==> src/rtl/cpu_pkg.sv <==
// cpu_pkg: shared opcodes, flag bit positions and EX/MEM control bundle
package cpu_pkg;

  localparam logic [3:0] OP_ADD    = 4'h0;
  localparam logic [3:0] OP_SUB    = 4'h1;
  localparam logic [3:0] OP_XOR    = 4'h2;
  localparam logic [3:0] OP_RED    = 4'h3;
  localparam logic [3:0] OP_SLL    = 4'h4;
  localparam logic [3:0] OP_SRA    = 4'h5;
  localparam logic [3:0] OP_ROR    = 4'h6;
  localparam logic [3:0] OP_PADDSB = 4'h7;
  localparam logic [3:0] OP_LW     = 4'h8;
  localparam logic [3:0] OP_SW     = 4'h9;
  localparam logic [3:0] OP_LLB    = 4'hA;
  localparam logic [3:0] OP_LHB    = 4'hB;
  localparam logic [3:0] OP_B      = 4'hC;
  localparam logic [3:0] OP_BR     = 4'hD;
  localparam logic [3:0] OP_PCS    = 4'hE;
  localparam logic [3:0] OP_HLT    = 4'hF;

  localparam int FLAG_Z = 2;
  localparam int FLAG_V = 1;
  localparam int FLAG_N = 0;

  typedef struct packed {
    logic wr_en;
    logic mem_rd;
    logic mem_wr;
  } exmem_ctrl_t;

  // Arithmetic ops own all three flags.
  function automatic logic op_sets_znv(input logic [3:0] op);
    return (op == OP_ADD) || (op == OP_SUB);
  endfunction

  // Logic/shift ops only touch Z; V and N keep their old values.
  function automatic logic op_sets_z_only(input logic [3:0] op);
    return (op == OP_XOR) || (op == OP_SLL) || (op == OP_SRA) || (op == OP_ROR);
  endfunction

endpackage

==> src/rtl/ex_result_stage_flag_unit.sv <==
// flag_unit: opcode-class decode, Z/V/N compute and the architectural flag register
// EX_FLAG_BYPASS_EN exposes the next-state flags combinationally.
module flag_unit
  import cpu_pkg::*;
#(
  parameter int DW = 16
) (
  input  logic          clk,
  input  logic          rst,
  input  logic          upd,
  input  logic [3:0]    op,
  input  logic [DW-1:0] sum,
  input  logic          err,
`ifdef EX_FLAG_BYPASS_EN
  output logic [2:0]    flags_next,
`endif
  output logic [2:0]    flags
);

  logic [2:0] flags_q, flags_d;
  logic       upd_all, upd_z;

  // Next flags: Z for any flag-setting op, V/N only for ADD/SUB, else hold.
  always_comb begin
    upd_all = upd && op_sets_znv(op);
    upd_z   = upd_all || (upd && op_sets_z_only(op));
    flags_d = flags_q;
    flags_d[FLAG_Z] = upd_z ? (sum == '0) : flags_q[FLAG_Z];
    flags_d[FLAG_V] = upd_all ? err : flags_q[FLAG_V];
    flags_d[FLAG_N] = upd_all ? sum[DW-1] : flags_q[FLAG_N];
  end

  // Flag register.
  always_ff @(posedge clk or posedge rst) begin
    if (rst) flags_q <= '0;
    else     flags_q <= flags_d;
  end

  assign flags = flags_q;
`ifdef EX_FLAG_BYPASS_EN
  assign flags_next = flags_d;
`endif

endmodule

==> src/rtl/ex_result_stage.sv <==
// ex_result_stage: EX/MEM pipeline register with stall/flush and the flag register
// EX_FLAG_BYPASS_EN adds the flags_next output for bubble-free branch resolution.
module ex_result_stage
  import cpu_pkg::*;
#(
  parameter int DW = 16,
  parameter int RW = 4
) (
  input  logic          clk,
  input  logic          rst,
  input  logic          ex_valid,
  input  logic [3:0]    ex_op,
  input  logic [DW-1:0] ex_sum,
  input  logic          ex_error,
  input  logic [RW-1:0] ex_rd,
  input  logic          ex_wr_en,
  input  logic          ex_mem_rd,
  input  logic          ex_mem_wr,
  input  logic [DW-1:0] ex_store_data,
  input  logic          stall,
  input  logic          flush,
  output logic          mem_valid,
  output logic [DW-1:0] mem_result,
  output logic [RW-1:0] mem_rd,
  output logic          mem_wr_en,
  output logic          mem_mem_rd,
  output logic          mem_mem_wr,
  output logic [DW-1:0] mem_store_data,
`ifdef EX_FLAG_BYPASS_EN
  output logic [2:0]    flags_next,
`endif
  output logic [2:0]    flags
);

  logic          load;
  logic          valid_q, valid_d;
  logic [DW-1:0] result_q, result_d;
  logic [RW-1:0] rd_q, rd_d;
  logic [DW-1:0] store_q, store_d;
  exmem_ctrl_t   ctrl_q, ctrl_d, ex_ctrl;

  assign load = !stall && !flush;

  // Stall holds everything; flush (without stall) bubbles valid and controls
  // while data fields keep their previous contents.
  always_comb begin
    ex_ctrl  = '{wr_en: ex_wr_en & ex_valid, mem_rd: ex_mem_rd & ex_valid, mem_wr: ex_mem_wr & ex_valid};
    valid_d  = stall ? valid_q : (flush ? 1'b0 : ex_valid);
    ctrl_d   = stall ? ctrl_q : (flush ? exmem_ctrl_t'('0) : ex_ctrl);
    result_d = load ? ex_sum : result_q;
    rd_d     = load ? ex_rd : rd_q;
    store_d  = load ? ex_store_data : store_q;
  end

  // EX/MEM pipeline register.
  always_ff @(posedge clk or posedge rst) begin
    if (rst) begin
      valid_q  <= 1'b0;
      ctrl_q   <= '0;
      result_q <= '0;
      rd_q     <= '0;
      store_q  <= '0;
    end else begin
      valid_q  <= valid_d;
      ctrl_q   <= ctrl_d;
      result_q <= result_d;
      rd_q     <= rd_d;
      store_q  <= store_d;
    end
  end

  flag_unit #(.DW(DW)) u_flag (
    .clk   (clk),
    .rst   (rst),
    .upd   (load && ex_valid),
    .op    (ex_op),
    .sum   (ex_sum),
    .err   (ex_error),
`ifdef EX_FLAG_BYPASS_EN
    .flags_next(flags_next),
`endif
    .flags (flags)
  );

  assign mem_valid      = valid_q;
  assign mem_result     = result_q;
  assign mem_rd         = rd_q;
  assign mem_wr_en      = ctrl_q.wr_en;
  assign mem_mem_rd     = ctrl_q.mem_rd;
  assign mem_mem_wr     = ctrl_q.mem_wr;
  assign mem_store_data = store_q;

endmodule

==> config.mk <==
export PLATFORM = sky130hd
export DESIGN_NAME = ex_result_stage
export DESIGN_NICKNAME = d
export VERILOG_FILES = /design/src/rtl/cpu_pkg.sv /design/src/rtl/ex_result_stage_flag_unit.sv /design/src/rtl/ex_result_stage.sv
export SDC_FILE = /design/constraint.sdc
export NUM_CORES = 1
export LEC_CHECK = 0
export ABC_AREA = 1
export CAP_MARGIN = 40
export CELL_PAD_IN_SITES_DETAIL_PLACEMENT = 0
export CELL_PAD_IN_SITES_GLOBAL_PLACEMENT = 1
export CORE_ASPECT_RATIO = 1.4
export CORE_UTILIZATION = 28
export DETAILED_ROUTE_END_ITERATION = 10
export GPL_ROUTABILITY_DRIVEN = 0
export PLACE_DENSITY_LB_ADDON = 0.1
export SLEW_MARGIN = 0
export SYNTH_ARGS = -nofsm -noshare
export SYNTH_HDL_FRONTEND = slang
export SYNTH_HIERARCHICAL = 1
export SYNTH_SLANG_ARGS = --single-unit
==> constraint.sdc <==
create_clock -name clk -period 1.24 [get_ports clk]
set_input_delay 0.248 -clock clk [delete_from_list [all_inputs] [get_ports clk]]
set_output_delay 0.248 -clock clk [all_outputs]
set_load 0.03 [all_outputs]
==> summary.txt <==
Clock tree
  • Skew-Pair Late Insertion Delay: between 200 and 300 ps
  • Cts bufs inserted: 5
  • Root Buffer: clkbuf_8
  • Hold Buf Count CTS: 0
  • Clock slew at reported path FFs: about 80 ps
  • H-tree level count: 2
  • CTS tree: yes
  • Clock Path Buffers: 2
  • Clk sinks: 43
  • Post-CTS setup buffer count: 0

Critical path
  • Worst-path fanout max: 2
  • R2R setup slack: 580 ps
  • Data arrival, critical path: 940 ps
  • R2R Path End: mem_result[6]
  • Startpoint types: register
  • Crit end category: primary output
  • Cell count of the worst reg-to-reg path: 2
  • Delay-heaviest family, CP: flip-flops
  • Slowest stage delay, CP: 380 ps
  • Cell Chain, Critical Path: clkdlybuf4s15_2
  • Slowest cell on crit path: dfrtp_1
  • Worst EP required: 990 ps
  • WP buf/inv: 1
  • FF-to-FF Start: mem_result[6]
  • Worst setup path class: register to primary output

STA
  • Min Tclk post-route: 1190 ps
  • Fin. Hold Viols: 0
  • Crit share post-route: 96.2%
  • Worst clock skew: 0 ps
  • Slew @ Worst Pin: 371 ps
  • Unrepaired setup endpoints after global routing: no
  • Fin. max-slew vios: 0
  • Setup ws final: 47.2 ps
  • Slew HR: about three quarters
  • Max Freq: 0.838 GHz
  • Final setup fails: 0

Drt
  • Post-route DRC: 0
  • WL final: 4970 um
  • Initial DRC Count: 50
  • ANT nets after route: 0
  • First-pass DRT Iterations: 4
  • Avg Vias per Cell: 4.51
  • Post-DR wirelength/cell: 13.2 um
  • Routed vias: ~1700

Yosys
  • Synth cell count leaders: nand2_1 (93), dfrtp_1 (43), o21ai_0 (36), nor2_1 (8), nand3_1 (6)
  • Number of library cell types mapped by synthesis: 14
  • Count leader, synth: nand2_1
  • Synth Flop Type: dfrtp_1
  • Post-Syn Area: roughly 1800 um2
  • Synthesized flop and latch total: 43
  • Syn Area/Cell: 8.72 um2
  • Register area share after synthesis: between 50% and 60%
  • Number of flops mapped to enable cells by yosys: 0
  • Synth Warn #: 6
  • Leading area contributor after synthesis: dfrtp_1
  • FFs w/ async S/R, synth: 100%
  • Cells after Synth: 209
  • Top-area cell type share of the netlist area: 59.1%
  • Synth top area cells: dfrtp_1 (59%), nand2_1 (19%), o21ai_0 (9.9%)
  • Syn_nets: 258

Floorplanning
  • Die height: roughly 97 um
  • Core area: 6250 um2
  • Row Count: 34
  • Initial Util: 29.1%
  • Die footprint: 6840 um2
  • Chip width: 70.2 um
  • IO Pins: 92

Placed design
  • Dpl ws: -239 ps
  • I/O Buffers: 91
  • Post-placement cell area: between 2000 and 3000 um2
  • Detailed placement HPWL: 3370 um

Global routing
  • Total congestion overflow: 0
  • GR Layer Usage met2: between 20% and 30%
  • Pin count of the biggest net entering global routing: 41
  • Global-route wire length before repair: about 8200 um
  • GR peak layer: met2
  • Initial antenna violation count: 0
  • M3 GR Usage: 4.36%
  • All-Layer GR Usage: 15.2%
  • M1 GR Usage: 18.7%
  • Vias in the first global route: 1718

Power
  • PwrDens: 1320 nW/um2
  • Overall power: 3.68 mW
  • VDD IR max: 0.000447 V
  • Lkg Pwr: 1.41 nW

Layout
  • N_diodes: 0
  • Layout net count: 351
  • Final non-filler cell area: 2790 um2
  • Final core utilization: 44.7%
  • Area Growth Syn to Fin: 53.4%
  • Share of layout cells above drive strength 1: 21.1%
  • Fillcell total: ~650

Run status
  • Outcome: finished clean

Min path
  • Min-delay worst type: primary input to async pin

Flow run
  • Max Cap Violations: 0
[metal layers]
layer | part of all wire (%) | vias up
met1 | 45 | 782
met2 | 47 | 57
met3 | 6.2 | 7
met5 | 0 | -
li1 | - | 844
met4 | 1.6 | 0
[cell usage in the layout (no fill, tap or decap)]
| master | instances |
|---|---|
| buf_12 | 1 |
| buf_2 | 1 |
| buf_4 | 47 |
| clkbuf_1 | 1 |
| clkbuf_8 | 7 |
| clkdlybuf4s15_2 | 1 |
| clkdlybuf4s50_1 | 47 |
| clkinv_1 | 1 |
| dfrtp_1 | 43 |
| dlymetal6s2s_1 | 1 |
| inv_1 | 3 |
| inv_2 | 1 |
| nand2_1 | 93 |
| nand2_2 | 1 |
| nand3_1 | 6 |
| nor2_1 | 8 |
| nor2_2 | 3 |
| nor2_4 | 2 |
| o21ai_0 | 36 |
[where the power goes]
group	leakage (nW)	internal, mW	switching [mW]
sequential	0.539	1.57	0.0894
combinational	0.818	0.430	0.620
clock	0.0515	0.509	0.465
[stage by stage]
step                      hold slack [ps]  instances  TNS [ps]
after CTS                             179        375         0
after detailed placement              471        367     -8840
after floorplan                      1.64        209         0
final                                 187        375         0
after global routing                  202        375         0
after global placement                466        367     -8760
[registers in the layout, summed over array words and instances (netlist names)]
| signal | count |
|---|---|
| mem_rd | 4 |
| mem_store_data | 16 |
| u_flag/flags | 3 |
| mem_wr_en | 1 |
| mem_mem_wr | 1 |
| mem_result | 16 |
| mem_valid | 1 |
| mem_mem_rd | 1 |
[cell type report]
type	instances	area, um2	share of cell area [%]
inverter	5	18.8	0.672
sequential	43	1080	38.5
multi-input combinational	149	637	22.8
tap	72	90.1	3.22
clock buffer	8	100	3.58
timing repair buffer	98	872	31.2
[worst max path at each step]
stage / start / to / slack, ps / cells past startpoint
after detailed placement: flush / u_flag/flags[1] / -240 / 9
final: mem_store_data[9] / mem_store_data[9] / 50 / 1
after floorplan: flush / u_flag/flags[0] / 40 / 10
after global routing: mem_store_data[9] / mem_store_data[9] / 2 / 1
after global placement: stall / mem_store_data[13] / -210 / 4
after CTS: mem_store_data[7] / mem_store_data[7] / 30 / 1
[cells by family after synthesis]
| family | count (synthesis) | share of synthesized area, % |
|---|---|---|
| flops | 43 | 59.1 |
| compound gates | 36 | 9.89 |
| buf+inv | 17 | 5.97 |
| simple gates | 113 | 25.1 |
[worst register-to-register path: cells and delay by family, from the launching register on]
family	cells	cell delay, ps
AND/OR/NAND/NOR	1	70
AO/OA/AOI/OAI	1	80
flip-flops	1	400
[timing repair]
| item | in CTS | in global routing |
|---|---|---|
| setup endpoints to repair | 2 | 4 |
| gates resized for setup | 6 | 3 |
| pin swaps | 0 | 1 |
No activity file was read; power rests on OpenSTA's default activity.
